### src/rtl/imem_loader.sv
// Boot loader: packs a big-endian byte stream into 32-bit instruction words,
// writes them from address 0 and holds the core in reset until the checksum verifies.
module imem_loader #(
    parameter int INST_MEM_DEPTH = 256,
    parameter int width          = 8
) (
    input  logic               clk,
    input  logic               rst,
    input  logic               start,
    input  logic [15:0]        word_count,
    input  logic               s_valid,
    input  logic [width-1:0]   s_data,
    output logic               s_ready,
    output logic               mem_we,
    output logic [31:0]        mem_addr,
    output logic [4*width-1:0] mem_wd,
    output logic               cpu_rst,
    output logic               busy,
    output logic               done,
    output logic               error
);

    localparam int MAX_WORDS = INST_MEM_DEPTH / 4;

    typedef enum logic [2:0] {
        IDLE,
        LOAD,
        CHECK,
        DONE,
        ERROR
    } state_t;

    state_t state, state_nx;

    logic [15:0]        wc_q;
    logic [15:0]        word_idx;
    logic [1:0]         byte_idx;
    logic [width-1:0]   csum;
    logic [4*width-1:0] asm_q;

    logic hs;
    logic count_ok;
    logic last_byte;
    logic last_word;
    logic load_go;

    assign hs        = s_valid && s_ready;
    assign count_ok  = (word_count != 16'd0) &&
                       (32'(word_count) <= 32'(MAX_WORDS));
    assign last_byte = (byte_idx == 2'd3);
    assign last_word = (word_idx == wc_q - 16'd1);
    assign load_go   = (state_nx == LOAD) && (state != LOAD);

    always_ff @(posedge clk) begin
        if (rst) begin
            state <= IDLE;
        end else begin
            state <= state_nx;
        end
    end

    always_comb begin
        state_nx = state;
        s_ready  = 1'b0;
        busy     = 1'b0;
        done     = 1'b0;
        error    = 1'b0;
        cpu_rst  = 1'b1;
        unique case (state)
            IDLE, DONE, ERROR: begin
                done    = (state == DONE);
                error   = (state == ERROR);
                cpu_rst = (state != DONE);
                if (start) begin
                    state_nx = count_ok ? LOAD : ERROR;
                end
            end
            LOAD: begin
                s_ready = 1'b1;
                busy    = 1'b1;
                if (hs && last_byte && last_word) begin
                    state_nx = CHECK;
                end
            end
            CHECK: begin
                s_ready = 1'b1;
                busy    = 1'b1;
                if (hs) begin
                    state_nx = (s_data == csum) ? DONE : ERROR;
                end
            end
            default: state_nx = IDLE;
        endcase
    end

    // The write strobe is registered, so it lands the cycle after the 4th byte.
    always_ff @(posedge clk) begin
        if (rst) begin
            wc_q     <= '0;
            word_idx <= '0;
            byte_idx <= '0;
            csum     <= '0;
            asm_q    <= '0;
            mem_we   <= 1'b0;
            mem_addr <= '0;
            mem_wd   <= '0;
        end else begin
            mem_we <= 1'b0;
            if (load_go) begin
                wc_q     <= word_count;
                word_idx <= '0;
                byte_idx <= '0;
                csum     <= '0;
            end else if (state == LOAD && hs) begin
                asm_q    <= {asm_q[3*width-1:0], s_data};
                csum     <= csum ^ s_data;
                byte_idx <= byte_idx + 2'd1;
                if (last_byte) begin
                    mem_we   <= 1'b1;
                    mem_addr <= 32'({word_idx, 2'b00});
                    mem_wd   <= {asm_q[3*width-1:0], s_data};
                    word_idx <= word_idx + 16'd1;
                end
            end
        end
    end

endmodule

### config.mk
export PLATFORM = sky130hd
export DESIGN_NAME = imem_loader
export DESIGN_NICKNAME = d
export VERILOG_FILES = /design/src/rtl/imem_loader.sv
export SDC_FILE = /design/constraint.sdc
export NUM_CORES = 1
export LEC_CHECK = 0
export CORE_MARGIN = 10
export CORE_UTILIZATION = 47
export CTS_CLUSTER_DIAMETER = 40
export CTS_CLUSTER_SIZE = 24
export DETAILED_ROUTE_END_ITERATION = 12
export PLACE_DENSITY = 0.76
export SLEW_MARGIN = 0
export SYNTH_ARGS = -nofsm -noshare
export SYNTH_HDL_FRONTEND = slang
export SYNTH_SLANG_ARGS = --single-unit
### constraint.sdc
create_clock -name clk -period 2.4 [get_ports clk]
set_clock_uncertainty 0.2 [all_clocks]
set_input_delay 0.24 -clock clk [delete_from_list [all_inputs] [get_ports clk]]
set_output_delay 0.24 -clock clk [all_outputs]
set_load 0.01 [all_outputs]
==> impl_results.md <==
* Worst EP arrival at 2.71 ns
* Crit Path Category: reg -> reg
* Chip height at 125 µm
* Vias in the first global route at 4571
* Clock power share at 0.557
* Grt total ovfl at 0
* DRC viols at 0
* Sw Ratio at 0.213
* Primary FF master, synth: dfxtp_1
* Crit start category: flop
* Via Count at 4630
* DRT Pass-1 Iters at 4
* Slowest cell on the critical path: or4b_4
* Clock Tree Root: clkbuf_8
* Power Total at 0.00477 W
* Rows at 38
* Syn Inst Count at 640
* Critical path depth at 9
* Syn. warnings at 0
* Post-synthesis sequential area ratio at 0.457
* Min Tclk post-route at 2.56 ns
* Internal cell power at 0.00375 W
* Area contributors post-synth: dfxtp_1 (46%), nand2_1 (13%), a21oi_1 (7.4%)
* Pins Over Slew Limit at 0
* Most frequent cells after synthesis: nand2_1 (178), dfxtp_1 (118), a21oi_1 (76), nor2_1 (44), xnor2_1 (33)
* Sequential share of power at 0.411
* Die Footprint at 15600 µm²
* Peak VDD IR at 620 µV
* Share of flip-flops with an asynchronous set or reset at 0
* CORE AREA at 10800 µm²
* Die width at 125 µm
* Share of the synthesized area in the top cell type at 0.457
* DRT Wirelength at 13500 µm
* Final setup margin at -0.155 ns
* Post-route cell area at 6940 µm²
* Post-synth top area cell: dfxtp_1
* Logic pwr share at 0.032
* Static leakage at 2.50 nW
* Net switching power at 0.00102 W
* Hold slack at 0.154 ns
* Worst hold start: word_count[1]
* R2r endpoint: state[0]
* Clk buf depth at 2
* Critical path's largest stage delay at 0.47 ns
* Placed cells at 863
* IO Port Bufs at 81
* Worst-Margin Slew at 0.760 ns
* Worst reg2reg setup slack at -0.16 ns
* DP Area at 6230 µm²
* IO Pins at 98
* CTS tree: yes
* Crit share post-route at 1.06
* Critical Path Source: wc_q[0]
* Antenna Cells at 0
* Slew margin rel. at 0.493
* Largest net degree at the start of global routing at 76
* Register-to-Register Path Depth at 9
* First-pass GRT wire length at 21800 µm
* Final ANT Viol Nets at 0
* RSZ-0062 raised after global routing: yes
* Endpoints failing setup at 4
* Initial antenna violation count at 0
* Clk slew on worst S/H paths at 0.06 ns
* Final Hold Fails at 0
* Worst Path Max Fanout at 3
* Nets at 773
* DRT iter0 DRCs at 303
* Non-filler cells in the finished layout at 895
* Violated checks: setup timing
* Synth-to-Final Area Change at 34.3%
* FF-to-FF Start: wc_q[0]
* Post-synth EDFFs at 0
* Initial Utilization at 0.479
* Synth Area per Inst at 8.08 µm²
* Share of layout cells above drive strength 1 at 0.127
* WP buf/inv at 2
* Power Dens Cells at 687 nW/µm²
* CP Capture Type: flop
* Total number of H-tree levels at 4
* CTS sink count at 118
* Synth Register Bits at 118
* Cell Area, Synth at 5170 µm²
* Wire per inst at 15.1 µm
* Critical Path, Cell by Cell: inv_2 -> ha_4 -> or4b_4 -> or3_4 -> a21oi_2 -> o211ai_1 -> nor4_2 -> buf_4 -> o22ai_2
* Family with the most delay on the worst path: simple AND/OR/NAND/NOR gates
* Max Cap Violations at 0
* Worst Setup EP: state[0]
* FMAX at 391 MHz
* Hpwl dp at 9550 µm
* Placer Congestion at 0.876
* Post-DR vias/cell at 5.17
* Yosys cell types at 53
* Hold Path Class: in -> reg
* Status: complete, but fails checks
* Total Routing Usage GR at 0.165
* Count leader, synth: nand2_1
* Post-Place Setup Slack at -0.424 ns
* Total CTS buffers at 17
* Worst endpoint required time at 2.55 ns
* Clk_lat worst skew at 0.51 ns
## what timing repair did
action | CTS | global route
hold buffers | 0 | 0
hold endpoints to repair | 0 | 0
buffers inserted | 0 | 0
resized for setup | 8 | 8
pin swaps | 6 | 7
setup endpoints to repair | 5 | 44
## per-stage QoR
stage	setup TNS, ns	utilization
floorplan	0	-
detailed placement	-17.39	0.578
global route	-0.729	0.643
global placement	-13.05	0.578
CTS	-0.545	0.638
finish	-0.332	0.643
## final cells by class
type | instances | area, µm²
Clock inverter | 14 | 198
Sequential cell | 118 | 2370
Clock buffer | 18 | 428
Tap cell | 140 | 175
Timing Repair Buffer | 122 | 1140
Multi-Input combinational cell | 467 | 2570
Fill cell | 870 | 3850
Inverter | 16 | 60.1
## worst min path at each step
stage                            end  slack (ns)  cells after the start
after floorplan            mem_wd[0]        0.18                      2
after global placement      wc_q[15]        0.23                      2
after detailed placement  mem_wd[25]        0.25                      2
after CTS                    wc_q[1]        0.13                      3
after global routing         wc_q[1]        0.15                      3
final                        wc_q[1]        0.15                      3
## power by group through the flow
stage | sequential (W) | combinational (W) | clock, W
after global placement | 0.00200 | 0.000140 | 0
after global routing | 0.00196 | 0.000162 | 0.00278
final | 0.00196 | 0.000151 | 0.00266
after CTS | 0.00196 | 0.000145 | 0.00268
after floorplan | 0.00200 | 0.0000850 | 0
after detailed placement | 0.00200 | 0.000144 | 0
## cell usage in the layout, fill, tap and decap left out, drive strengths merged, types with 4 or more instances in the layout
cell type,instances
conb,16
a21oi,76
clkdlybuf4s50,79
nor4,7
clkinv,6
nor2,45
clkbuf,18
xnor2,33
nand3,13
inv,18
mux2i,9
nor3,11
o21ai,8
nor2b,4
buf,42
nand4,8
xor2,20
bufinv,4
dfxtp,118
nand2,178
## layer usage
layer,wire length [µm],global-route usage,part of all wire
met1,5680,0.184,0.42
met2,6790,0.287,0.50
met3,885,0.0583,0.065
met4,191,0.0474,0.014
met5,0,0,0
## logic make-up (layout without fill, tap and decap cells)
kind of cell	count (synthesis)	after routing	share of synthesized area
AOI/OAI and AO/OA	104	104	0.117
xor gates and xnor gates	53	53	0.0898
adders and majority gates	3	3	0.00726
buffers and inverters	70	170	0.0731
DFF	118	118	0.457
muxes	9	9	0.0174
other	1	16	0.000725
and+or+nand+nor	282	282	0.237
## worst register-to-register path, cell delays in order, from the launching register on
cell and delay [ns]:
dfxtp_2 0.32, inv_2 0.06, ha_4 0.12, or4b_4 0.47, or3_4 0.38, a21oi_2 0.15
o211ai_1 0.11, nor4_2 0.34, buf_4 0.19, o22ai_2 0.07
## state kept, by name, indices dropped and copies added (netlist names)
register  count
state         3
mem_wd       32
csum          8
byte_idx      2
asm_q        24
mem_addr     16
word_idx     16
wc_q         16
mem_we        1
Note: power is estimated with default switching activity, not from simulation.
==> patch 1, RTL diff (same flow settings) <==
Change the parameter `width` from 8 to 10.
--- a/src/rtl/imem_loader.sv
+++ b/src/rtl/imem_loader.sv
@@ -3,5 +3,5 @@
 module imem_loader #(
     parameter int INST_MEM_DEPTH = 256,
-    parameter int width          = 8
+    parameter int width          = 10
 ) (
     input  logic               clk,
Interface: changed (resized mem_wd and s_data); port bits go from 98 to 108. No check against the original RTL was run, so the function may have changed too.
==> patch 1 against the original RTL <==
The run still ends with negative setup slack left. Maximum frequency increased by 1.9%. Sequential cell count increased by 16. Setup slack improved by 47 ps. Critical endpoint is now state[1]. Design area increased by 10%. Area after synthesis increased by 11%. Wire length increased by 9.8%. Hold slack improved by 54 ps. Largest cell class unchanged. Final cell count increased by 9.5%.
Power is not compared: it rests on default switching activity, and its combinational part moved more than twofold at a synthesized area within 25%.
==> patch 1: results (changes against the original RTL) <==
[metrics] outcome: finished with violations
[metrics] violated checks: negative setup slack
[metrics] pin count of the biggest net entering global routing: 56 (-26%)
[metrics] vias in the first global route: 5076 (+11%)
[metrics] GRT Total Usage: 0.178 (+0.0139)
[metrics] Port Buffers: 91 (+12%)
[metrics] PostCTS Resize Cnt: 14 (+6)
[metrics] 1st-iter DRT viols: 381 (+26%)
[metrics] Hold Buf Count CTS: 1 (+1)
[metrics] max_slew headroom: 0.612 (+0.119)
[metrics] cell types occupying the most area after synthesis: dfxtp_1, nand2_1, a21oi_1
[metrics] largest registers: mem_wd: 40 flops, asm_q: 30 flops
[metrics] placer's final routability congestion estimate: 0.909 (+3.8%)
[metrics] Worst Path Arrival: 2660 ps (-50 ps)
[metrics] global-route wire length before repair: 24.5 mm (+12%)
[metrics] Post-Place Setup Slack: -326 ps (+98.1 ps)
[metrics] Clock Latency Late Sink: 420 ps (-90 ps)
[metrics] number of optimization iterations in the first detailed-route pass: 6 (+2)
[metrics] NumNets Final: 853 (+10%)
[metrics] count of cell types in the netlist: 54 (+1.9%)
[metrics] Total Routed Length: 14.9 mm (+9.8%)
[metrics] Final Setup Violations: 2 (-2)
[metrics] total negative slack: -121 ps (+211 ps)
[metrics] final worst slack: -108 ps (+47.3 ps)
[metrics] list of most frequent post-synthesis cells: nand2_1, dfxtp_1, a21oi_1, nor2_1, clkbuf_1
[metrics] via count: 5158 (+11%)
[metrics] number of cells after detailed placement: 944 (+9.4%)
[metrics] cell count after synthesis: 707 (+10%)
[metrics] via/cell ratio: 5.26 (+1.7%)
[metrics] CTS root buf: clkbuf_16
[metrics] total cell area at the placement stage: 0.00693 sq mm (+11%)
[metrics] layout cell share with drive strength beyond 1: 0.149 (+0.0217)
[patch 1: changes by cell type after synthesis, moves of 9 or more]
| cell | before | now |
|---|---|---|
| a21oi_1 | 76 | 97 |
| dfxtp_1 | 118 | 134 |
| xor2_1 | 20 | 31 |
| and2_1 | 3 | 13 |
| inv_1 | 15 | 5 |
| nand2_1 | 178 | 188 |
| mux2i_1 | 9 | 0 |
[patch 1: area by class of cell]
cell class	count	area (sq um)
Clock buffer	18	439
Clock inverter	14	125
Fill cell	988	4300
Inverter	5	18.8
Multi-Input combinational cell	524	2910
Sequential cell	134	2690
Tap cell	147	184
Timing Repair Buffer	138	1290
[patch 1: cells by family (layout without fill, tap and decap cells)]
logic type	Yosys count	count (layout)	share of synthesized area
and+or+nand+nor	316	316	0.251
DFF	134	134	0.469
AOI/OAI and AO/OA	130	130	0.124
buffers and inverters	64	175	0.0586
xor gates and xnor gates	59	59	0.0904
adders and majority gates	3	3	0.00656
other	1	16	0.000656
[patch 1: per-layer routing]
layer | wire (um) | track usage | part of all wire | vias up
li1 | - | - | - | 2552
met1 | 6260 | 0.210 | 0.42 | 2440
met2 | 7530 | 0.304 | 0.51 | 148
met3 | 875 | 0.0515 | 0.059 | 18
met4 | 195 | 0.0615 | 0.013 | 0
met5 | 0 | 0 | 0 | -
[patch 1: worst paths after layout]
kind                  from    endpoint  slack [ps]  depth (start not counted)
max reg2reg        wc_q[5]    state[1]        -110                          6
max                wc_q[5]    state[1]        -110                          6
min reg2reg      asm_q[25]  mem_wd[35]         250                          2
min          word_count[0]     wc_q[0]         210                          3
[patch 1: worst max-delay path, stage by stage (launching register included)]
cell	delay, ps
dfxtp_1	310
or4_4	560
or4_4	530
o22ai_2	110
o22ai_2	100
or4_4	510
o21ai_2	120
==> patch 2, RTL diff (config.mk and constraints unchanged) <==
Without the edit above. Register the output `error`; this adds one clock of latency there. The other outputs are not delayed to match.
--- a/src/rtl/imem_loader.sv
+++ b/src/rtl/imem_loader.sv
@@ -30,4 +30,6 @@
         ERROR
     } state_t;
+
+    logic error_d;
 
     state_t state, state_nx;
@@ -65,10 +67,10 @@
         busy     = 1'b0;
         done     = 1'b0;
-        error    = 1'b0;
+        error_d  = 1'b0;
         cpu_rst  = 1'b1;
         unique case (state)
             IDLE, DONE, ERROR: begin
                 done    = (state == DONE);
-                error   = (state == ERROR);
+                error_d = (state == ERROR);
                 cpu_rst = (state != DONE);
                 if (start) begin
@@ -126,4 +128,8 @@
     end
 
+    always_ff @(posedge clk) begin
+        error <= error_d;
+    end
+
 endmodule
 
Behaviour: not the same (Yosys sat finds a counterexample within 4 cycles, from zero or initial values and one cycle with rst high).
==> patch 2 against the original RTL <==
The flow still finishes with violations (negative setup slack). Area after synthesis down 2.7%. Design area down 1.4%. First-iteration DRC count down 3.3%. Sequential cell count up 1. Wire length down 5.5%. Maximum frequency up 2.2%. Critical path depth down 2. Setup slack better by 55 ps. Power up 6.7%.
==> patch 2: results (changes against the original RTL) <==
[metrics] multi-input gate share of total cell area: 0.359 (-0.0119)
[metrics] final worst slack: -101 ps (+54.5 ps)
[metrics] cell types occupying the most area after synthesis: dfxtp_1, nand2_1, a21oi_1
[metrics] VDD IR max: 0.000554 V (-11%)
[metrics] count of multi-input combinational gates: 458 (-1.9%)
[metrics] violated checks: negative setup slack
[metrics] Post-CTS Setup Inserts: 2 (+2)
[metrics] Worst Path Arrival: 2700 ps (about the same)
[metrics] Final Setup Violations: 2 (-2)
[metrics] switching part of the total: 0.209 (-0.00391)
[metrics] outcome: finished with violations
[metrics] number of optimization iterations in the first detailed-route pass: 6 (+2)
[metrics] Clock Power Share: 0.568 (+0.011)
[metrics] number of inverters outside the clock class in the layout: 4 (-12)
[metrics] power in sequential cells: 2.00 mW (+2%)
[metrics] total negative slack: -196 ps (+137 ps)
[metrics] count of cell types in the netlist: 44 (-17%)
[metrics] Worst R2R Start: wc_q[2]
[metrics] number of storage elements in the synthesis netlist: 119 (+0.85%)
[metrics] GRT Total Usage: 0.169 (+0.00406)
[metrics] Worst Setup SP: wc_q[2]
[metrics] final cell count without fillers: 872 (-2.6%)
[metrics] final-layout non-clock buffer area share: 0.168 (+0.00335)
[metrics] depth of the worst register-to-register path: 7 (-2)
[metrics] number of cells after detailed placement: 837 (-3.0%)
[metrics] number of fill cells: 835 (-4.0%)
[metrics] NumNets Final: 754 (-2.5%)
[metrics] clock network area share: 0.0981 (+0.00800)
[metrics] vias in the first global route: 4334 (-5.2%)
[metrics] Cell Pwr Density: 743 mW/mm^2 (+8.1%)
[metrics] max incr delay on CP: 530 ps (+60 ps)
[metrics] number of clock buffer instances in the layout: 19 (+1)
[metrics] cell count after synthesis: 615 (-3.9%)
[metrics] Buffers excl. clock: 123 (+0.82%)
[metrics] Critical Path Slowest Stage Cell: or4_4
[metrics] pin count of the biggest net entering global routing: 74 (-2.6%)
[metrics] static power due to leakage: 2.55 nW (+1.7%)
[metrics] Hold Crit Endpoint: wc_q[0]
## patch 2: changes by cell type after synthesis, moves of 6 or more
| cell | unedited run | this run |
|---|---|---|
| and2_1 | 3 | 10 |
| nand2_1 | 178 | 169 |
| buf_2 | 0 | 6 |
| xor2_1 | 20 | 28 |
| inv_1 | 15 | 4 |
## patch 2: layer usage
layer / GRT usage / vias up / wire [um]
met1: 0.207 / 2033 / 5510
li1: - / 2203 / -
met5: 0 / - / 0
met3: 0.0593 / 11 / 1050
met4: 0.0604 / 0 / 121
met2: 0.268 / 129 / 6110
## patch 2: cells by family (layout without fill, tap and decap cells)
group	after synthesis	after routing	share of synthesized area
compound gates	90	90	0.0955
mux	8	8	0.0169
flops	119	119	0.474
buf+inv	53	159	0.0545
xor+xnor	56	56	0.0975
fa+ha+maj	3	3	0.00746
simple gates	285	285	0.254
other cells	1	16	0.000746
